**src/rtl/mem_req_pkg.sv**
```systemverilog
// Shared types and constants for the memory request controller.
package mem_req_pkg;

  typedef enum logic [1:0] {
    StIdle,
    StRdWait,
    StRdAck,
    StWrAck
  } stateT;

  localparam int unsigned ERR_RANGE = 0;
  localparam int unsigned ERR_ALIGN = 1;
  localparam int unsigned ERR_PROTO = 2;

  localparam logic [31:0] MISS_DATA_DEFAULT = 32'hDEADBEEF;
  localparam logic [31:0] MMIO_ADDR         = 32'hFFFFFFF0;

  function automatic logic isMmioAddr(input logic [31:0] byteAddr);
    return byteAddr == MMIO_ADDR;
  endfunction

endpackage

```
**src/rtl/mem_req_if.sv**
```systemverilog
// Core-side request/acknowledge bus of the memory request controller.
interface mem_req_if;
  import mem_req_pkg::*;

  logic [31:0] cpuAddress;
  logic [31:0] cpuWriteData;
  logic        cpuReadReq;
  logic        cpuWriteReq;
  logic [31:0] cpuReadData;
  logic        cpuReadAck;
  logic        cpuWriteAck;

  modport master (
    output cpuAddress, cpuWriteData, cpuReadReq, cpuWriteReq,
    input  cpuReadData, cpuReadAck, cpuWriteAck
  );

  modport slave (
    input  cpuAddress, cpuWriteData, cpuReadReq, cpuWriteReq,
    output cpuReadData, cpuReadAck, cpuWriteAck
  );

endinterface

```
**src/rtl/mem_req_latency_ctr.sv**
```systemverilog
// Loadable down-counter; done pulses on the edge where the count reaches zero.
module mem_req_latency_ctr #(
  parameter int unsigned WIDTH = 3
) (
  input  logic             clk,
  input  logic             reset,
  input  logic             load,
  input  logic [WIDTH-1:0] loadValue,
  output logic             done
);

  logic [WIDTH-1:0] countQ;

  always_ff @(posedge clk or posedge reset) begin
    if (reset) begin
      countQ <= '0;
    end else if (load) begin
      countQ <= loadValue;
    end else if (countQ != '0) begin
      countQ <= countQ - 1'b1;
    end
  end

  assign done = (countQ == WIDTH'(1));

endmodule

```
**src/rtl/mem_req_controller.sv**
```systemverilog
// Services core read/write requests against a synchronous word RAM.
// Optional MMIO output register enabled by MEM_REQ_MMIO_OUT_EN.
module mem_req_controller
  import mem_req_pkg::*;
#(
  parameter int unsigned ADDR_W       = 10,
  parameter int unsigned DEPTH        = 1024,
  parameter int unsigned READ_LATENCY = 1,
  parameter logic [31:0] MISS_DATA    = MISS_DATA_DEFAULT
) (
  input  logic              clk,
  input  logic              reset,
  mem_req_if.slave          cpu,
  output logic              memEn,
  output logic              memWe,
  output logic [ADDR_W-1:0] memAddr,
  output logic [31:0]       memWData,
  input  logic [31:0]       memRData,
  output logic [2:0]        errFlags
`ifdef MEM_REQ_MMIO_OUT_EN
  ,
  output logic [31:0]       mmioOut
`endif
);

  stateT             stateQ, stateD;
  logic              missQ, missD;
  logic              mmioHitQ, mmioHitD;
  logic              memEnD, memWeD, readAckD, writeAckD, ctrLoad, ctrDone;
  logic [ADDR_W-1:0] memAddrD;
  logic [31:0]       memWDataD, readDataD, mmioValue;
  logic [2:0]        errD;
  logic              reqAny, reqMmio, reqInRange;

  function automatic logic inRange(input logic [29:0] wordIdx);
    return {2'b00, wordIdx} < 32'(DEPTH);
  endfunction

  assign reqAny     = cpu.cpuReadReq | cpu.cpuWriteReq;
  assign reqInRange = inRange(cpu.cpuAddress[31:2]);

`ifdef MEM_REQ_MMIO_OUT_EN
  logic [31:0] mmioQ;

  assign reqMmio = isMmioAddr(cpu.cpuAddress);

  // memWData doubles as the captured write data for the MMIO load.
  always_ff @(posedge clk or posedge reset) begin
    if (reset) begin
      mmioQ <= '0;
    end else if (stateQ == StWrAck && mmioHitQ) begin
      mmioQ <= memWData;
    end
  end

  assign mmioOut   = mmioQ;
  assign mmioValue = mmioQ;
`else
  assign reqMmio   = 1'b0;
  assign mmioValue = '0;
`endif

  mem_req_latency_ctr #(
    .WIDTH(3)
  ) u_latency_ctr (
    .clk      (clk),
    .reset    (reset),
    .load     (ctrLoad),
    .loadValue(3'(READ_LATENCY)),
    .done     (ctrDone)
  );

  always_comb begin
    stateD    = stateQ;
    missD     = missQ;
    mmioHitD  = mmioHitQ;
    memEnD    = 1'b0;
    memWeD    = 1'b0;
    memAddrD  = memAddr;
    memWDataD = memWData;
    readAckD  = 1'b0;
    writeAckD = 1'b0;
    readDataD = cpu.cpuReadData;
    errD      = errFlags;
    ctrLoad   = 1'b0;

    if (reqAny && stateQ != StIdle) errD[ERR_PROTO] = 1'b1;

    unique case (stateQ)
      StIdle: begin
        if (reqAny) begin
          memAddrD  = cpu.cpuAddress[ADDR_W+1:2];
          memEnD    = reqInRange && !reqMmio;
          missD     = !reqInRange && !reqMmio;
          mmioHitD  = reqMmio;
          memWDataD = cpu.cpuWriteData;
          if (cpu.cpuReadReq && cpu.cpuWriteReq) errD[ERR_PROTO] = 1'b1;
          if (cpu.cpuAddress[1:0] != 2'b00) errD[ERR_ALIGN] = 1'b1;
          if (!reqInRange && !reqMmio) errD[ERR_RANGE] = 1'b1;
          if (cpu.cpuWriteReq) begin
            memWeD = reqInRange && !reqMmio;
            stateD = StWrAck;
          end else begin
            ctrLoad = 1'b1;
            stateD  = StRdWait;
          end
        end
      end
      StRdWait: begin
        if (ctrDone) stateD = StRdAck;
      end
      StRdAck: begin
        readAckD  = 1'b1;
        readDataD = mmioHitQ ? mmioValue : (missQ ? MISS_DATA : memRData);
        stateD    = StIdle;
      end
      StWrAck: begin
        writeAckD = 1'b1;
        stateD    = StIdle;
      end
      default: stateD = StIdle;
    endcase
  end

  always_ff @(posedge clk or posedge reset) begin
    if (reset) begin
      stateQ          <= StIdle;
      missQ           <= 1'b0;
      mmioHitQ        <= 1'b0;
      memEn           <= 1'b0;
      memWe           <= 1'b0;
      memAddr         <= '0;
      memWData        <= '0;
      cpu.cpuReadAck  <= 1'b0;
      cpu.cpuWriteAck <= 1'b0;
      cpu.cpuReadData <= '0;
      errFlags        <= '0;
    end else begin
      stateQ          <= stateD;
      missQ           <= missD;
      mmioHitQ        <= mmioHitD;
      memEn           <= memEnD;
      memWe           <= memWeD;
      memAddr         <= memAddrD;
      memWData        <= memWDataD;
      cpu.cpuReadAck  <= readAckD;
      cpu.cpuWriteAck <= writeAckD;
      cpu.cpuReadData <= readDataD;
      errFlags        <= errD;
    end
  end

endmodule

```
**src/flat_wrapper.sv**
```systemverilog
// flat-port wrapper written by rule: the top's interface ports become plain ports
module mem_req_controller_flat import mem_req_pkg::*;
#(
  parameter int unsigned ADDR_W       = 10,
  parameter int unsigned DEPTH        = 1024,
  parameter int unsigned READ_LATENCY = 1,
  parameter logic [31:0] MISS_DATA    = MISS_DATA_DEFAULT
)
  (clk, reset, memEn, memWe, memAddr, memWData, memRData, errFlags, cpu_cpuAddress, cpu_cpuWriteData, cpu_cpuReadReq, cpu_cpuWriteReq, cpu_cpuReadData, cpu_cpuReadAck, cpu_cpuWriteAck);
  mem_req_if cpu_i ();
  input  logic clk;
  input  logic reset;
  output logic memEn;
  output logic memWe;
  output logic [ADDR_W-1:0] memAddr;
  output logic [31:0] memWData;
  input  logic [31:0] memRData;
  output logic [2:0] errFlags;
  input wire logic [$bits(cpu_i.cpuAddress)-1:0] cpu_cpuAddress;
  input wire logic [$bits(cpu_i.cpuWriteData)-1:0] cpu_cpuWriteData;
  input wire logic [$bits(cpu_i.cpuReadReq)-1:0] cpu_cpuReadReq;
  input wire logic [$bits(cpu_i.cpuWriteReq)-1:0] cpu_cpuWriteReq;
  output wire logic [$bits(cpu_i.cpuReadData)-1:0] cpu_cpuReadData;
  output wire logic [$bits(cpu_i.cpuReadAck)-1:0] cpu_cpuReadAck;
  output wire logic [$bits(cpu_i.cpuWriteAck)-1:0] cpu_cpuWriteAck;
  assign cpu_i.cpuAddress = cpu_cpuAddress;
  assign cpu_i.cpuWriteData = cpu_cpuWriteData;
  assign cpu_i.cpuReadReq = cpu_cpuReadReq;
  assign cpu_i.cpuWriteReq = cpu_cpuWriteReq;
  assign cpu_cpuReadData = cpu_i.cpuReadData;
  assign cpu_cpuReadAck = cpu_i.cpuReadAck;
  assign cpu_cpuWriteAck = cpu_i.cpuWriteAck;
  mem_req_controller #(.ADDR_W(ADDR_W), .DEPTH(DEPTH), .READ_LATENCY(READ_LATENCY), .MISS_DATA(MISS_DATA)) u_core (.clk(clk), .reset(reset), .cpu(cpu_i), .memEn(memEn), .memWe(memWe), .memAddr(memAddr), .memWData(memWData), .memRData(memRData), .errFlags(errFlags));
endmodule
```
**config.mk**
```make
export PLATFORM = sky130hd
export DESIGN_NAME = mem_req_controller_flat
export DESIGN_NICKNAME = d
export VERILOG_FILES = /design/src/rtl/mem_req_pkg.sv /design/src/rtl/mem_req_if.sv /design/src/rtl/mem_req_latency_ctr.sv /design/src/rtl/mem_req_controller.sv /design/src/flat_wrapper.sv
export SDC_FILE = /design/constraint.sdc
export NUM_CORES = 1
export LEC_CHECK = 0
export CAP_MARGIN = 20
export CORE_MARGIN = 4
export CORE_UTILIZATION = 42
export DETAILED_ROUTE_END_ITERATION = 10
export PLACE_DENSITY = 0.85
export SLEW_MARGIN = 40
export SYNTH_ARGS = -nofsm -noshare
export SYNTH_HDL_FRONTEND = slang
export SYNTH_SLANG_ARGS = --single-unit
export TNS_END_PERCENT = 30
```
**constraint.sdc**
```tcl
create_clock -name clk -period 6.24 [get_ports clk]
set_clock_uncertainty 0.05 [all_clocks]
set_input_delay 0.624 -clock clk [delete_from_list [all_inputs] [get_ports clk]]
set_output_delay 0.624 -clock clk [all_outputs]
set_load 0.05 [all_outputs]
```
==> impl_metrics.toml <==
[synth]
ys_types = 28
syn_inst = 288
syn_area_um2 = 3460
yosysSeqAreaShare_pct = 62.8
yosys_register_bits = 87
syn-num-nets = 391
syn_avg_cell_area_um2 = 12.0
ys_warn_count = 0

[grt]
grt-busiest-layer = "met2"
met1_usage_pct = 21.3
grt_use_met2_pct = 32.8
gr-total-overflow = 0
grt_start_max_net_pins = 88
track_usage_pct = 18.4
grt_first_pass_wirelength_um = 14300
grt_pass1_vias = 2890
grt_util_met3_pct = 4.32
antenna_found_initial = 0

[hold_path]
hold_start = "u_core.errFlags[2]$_DFF_PP0_"
holdCritPathClass = "flip-flop to flip-flop"
hold_end = "u_core.errFlags[2]$_DFF_PP0_"
whs_path_depth = 1

[floorplan]
initial_core_util_pct = 43.9
dieWidth_um = 98.8
die_y_um = 98.8
dieArea_um2 = 9770
rows = 32
ios = 181
coreArea_um2 = 7890

[routing]
drc = 0
initialDrtViolationCount = 74
first_pass_iters = 5
ant_nets = 0
via_per_inst = 4.78
vias = 2739
wl_um = 8780
wl_per_cell_um = 15.3

[placed_design]
placed_cells = 557
post-dp-hpwl_um = 6660
gp_congestion = 0.842
io_buffer_count = 180

[layout]
num_antenna_cells = 0
drive_gt1_share_pct = 13.0
syn2layout_area_growth_pct = 60.6
finalNetCount = 569
instances_no_fill = 573

[power]
p_per_area_nw_per_um2 = 569
ir_drop_mv = 0.290
p_leak_nw = 2.33

[worst_setup_path]
cp_cell_sequence = "clkdlybuf4s50_1"
cp_num_cells = 1
cp.arrival_ns = 1.53
worst_ep_required_time_ns = 5.57
cp-end-kind = "primary output"
reg2reg_depth = 3
critPathBufInv = 1
cpPeakStageDelay_ns = 0.82
timing.rr.start = "u_core.stateQ[1]$_DFFE_PP0P_"
crit_family = "buffers and inverters"
slowest_stage = "clkdlybuf4s50_1"
r2r_slack_ns = 4.45
path_class = "flip-flop to primary output"
startpoint_type = "flip-flop"
path_max_fanout = 2
r2r_end = "u_core.memWData[5]$_DFFE_PP0P_"

[run]
maxCapViolCount = 0

[sta]
fin_tns_setup_ns = 0
finalCriticalPeriod_ns = 2.21
rsz0062_at_grt = "false"
worst_pin_slew_ns = 0.675
relSlewSlack_pct = 55.0
finalCritPeriodShare_pct = 35.4
fmax_mhz = 453
slew_viol_final = 0
setup_viol = 0
finalHoldViolCount = 0

[outcome]
status = "finished, final reports clean"

[clocking]
post_cts_resized = 0
hold_buffers = 0
clock_sink_count = 87
clk_latency_ns = 0.33
post_cts_buffers = 0
clk_path_buf_depth = 2
cts_tree = "built"
numCtsBuffers = 9
cts-htree-levels = 3
clockRootBuffer = "clkbuf_8"
path_clk_slew_ns = 0.09
## Yosys cell counts
| master | count | share of area, % |
|---|---|---|
| dfrtp_1 | 87 | 63 |
| mux2_2 | 37 | 12 |
| nand2_1 | 36 | 3.9 |
| o21ai_0 | 33 | 4.8 |
| nor2_1 | 32 | 3.5 |
| nand2b_1 | 12 | 2.2 |
| buf_2 | 6 | 0.87 |
| clkbuf_1 | 5 | 0.54 |
| inv_1 | 5 | 0.54 |
| mux2_1 | 5 | 1.6 |
| nor4_1 | 5 | 0.90 |
| buf_6 | 4 | 1.3 |
| ha_1 | 3 | 1.1 |
| mux2i_1 | 2 | 0.58 |
| nand3_1 | 2 | 0.29 |
| or2_2 | 2 | 0.36 |
| a211oi_1 | 1 | 0.22 |
| a21oi_1 | 1 | 0.14 |
| a2bb2oi_1 | 1 | 0.25 |
| and2_1 | 1 | 0.18 |
| nand4_1 | 1 | 0.18 |
| nor2b_1 | 1 | 0.18 |
| nor3_1 | 1 | 0.14 |
| nor3_4 | 1 | 0.47 |
| nor4b_1 | 1 | 0.25 |
| o21bai_1 | 1 | 0.22 |
| o22a_1 | 1 | 0.25 |
| xnor2_1 | 1 | 0.25 |
## sequential cells by signal, summed over array words and instances (netlist names)
| signal | flops |
|---|---|
| u_core.cpu.cpuReadAck | 1 |
| u_core.memWe | 1 |
| u_core.memEn | 1 |
| u_core.memAddr | 10 |
| u_core.u_latency_ctr.countQ | 3 |
| u_core.memWData | 32 |
| u_core.stateQ | 2 |
| u_core.errFlags | 3 |
| u_core.cpu.cpuWriteAck | 1 |
| u_core.missQ | 1 |
| u_core.cpu.cpuReadData | 32 |
## kinds of logic (layout without fill, tap and decap cells)
group | after synthesis | count (layout) | share of synthesized area [%]
simple gates | 95 | 95 | 12.5
flops | 87 | 87 | 62.8
mux | 44 | 44 | 14.2
compound gates | 38 | 38 | 5.85
buf+inv | 20 | 203 | 3.25
fa+ha+maj | 3 | 3 | 1.08
xor+xnor | 1 | 1 | 0.253
## stage by stage
| stage | hold slack [ns] | cell area [um^2] | worst slack (ns) | total power, mW | utilization [%] |
|---|---|---|---|---|---|
| after CTS | 0.434 | 5560 | 4.01 | 3.20 | 70.5 |
| after floorplan | 0.469 | 3460 | 3.32 | 2.15 | - |
| after detailed placement | 0.415 | 5330 | 3.72 | 2.76 | 67.6 |
| final | 0.431 | 5560 | 4.03 | 3.17 | 70.5 |
| after global placement | 0.410 | 5320 | 3.78 | 2.71 | 67.4 |
| after global routing | 0.444 | 5560 | 3.96 | 3.33 | 70.5 |
## final cells by class
type / count / area, um^2
Fill cell: 597 / 2320
Clock inverter: 5 / 80.1
Tap cell: 102 / 128
Clock buffer: 11 / 151
Inverter: 5 / 20.0
Sequential cell: 87 / 2180
Timing Repair Buffer: 182 / 1820
Multi-Input combinational cell: 181 / 1180
## worst max-delay path by stage
| stage | start | end | slack [ns] |
|---|---|---|---|
| 2_1_floorplan | reset | u_core.cpu.cpuReadAck$_DFF_PP0_ | 3.32 |
| 3_3_place_gp | cpu_cpuWriteReq | u_core.memWData[1]$_DFFE_PP0P_ | 3.78 |
| 3_5_place_dp | cpu_cpuWriteReq | u_core.memWData[13]$_DFFE_PP0P_ | 3.72 |
| 4_1_cts | u_core.cpu.cpuReadData[9]$_DFFE_PP0P_ | cpu_cpuReadData[9] | 4.01 |
| 5_1_grt | u_core.memWData[13]$_DFFE_PP0P_ | memWData[13] | 3.96 |
| 6_report | u_core.memWData[12]$_DFFE_PP0P_ | memWData[12] | 4.03 |
## cells in the final DEF (no fill, tap or decap), drive strengths merged, types with 3 or more instances in the layout
cell	Yosys	layout
clkdlybuf4s50	0	180
dfrtp	87	87
mux2	42	42
nand2	36	36
o21ai	33	33
nor2	32	32
clkbuf	5	12
nand2b	12	12
nor4	5	5
inv	5	4
ha	3	3
## report_power, final
| part | internal [mW] | leakage (nW) | total [mW] | switching [mW] |
|---|---|---|---|---|
| combinational | 0.651 | 1.19 | 1.78 | 1.13 |
| clock | 0.247 | 0.112 | 0.441 | 0.194 |
| sequential | 0.809 | 1.03 | 0.944 | 0.135 |
## routing by layer
metal,wire length (um),vias up
met4,221,0
met1,3420,1292
met5,0,-
met3,557,17
li1,-,1320
met2,4580,110
No activity file was read; power rests on OpenSTA's default activity.
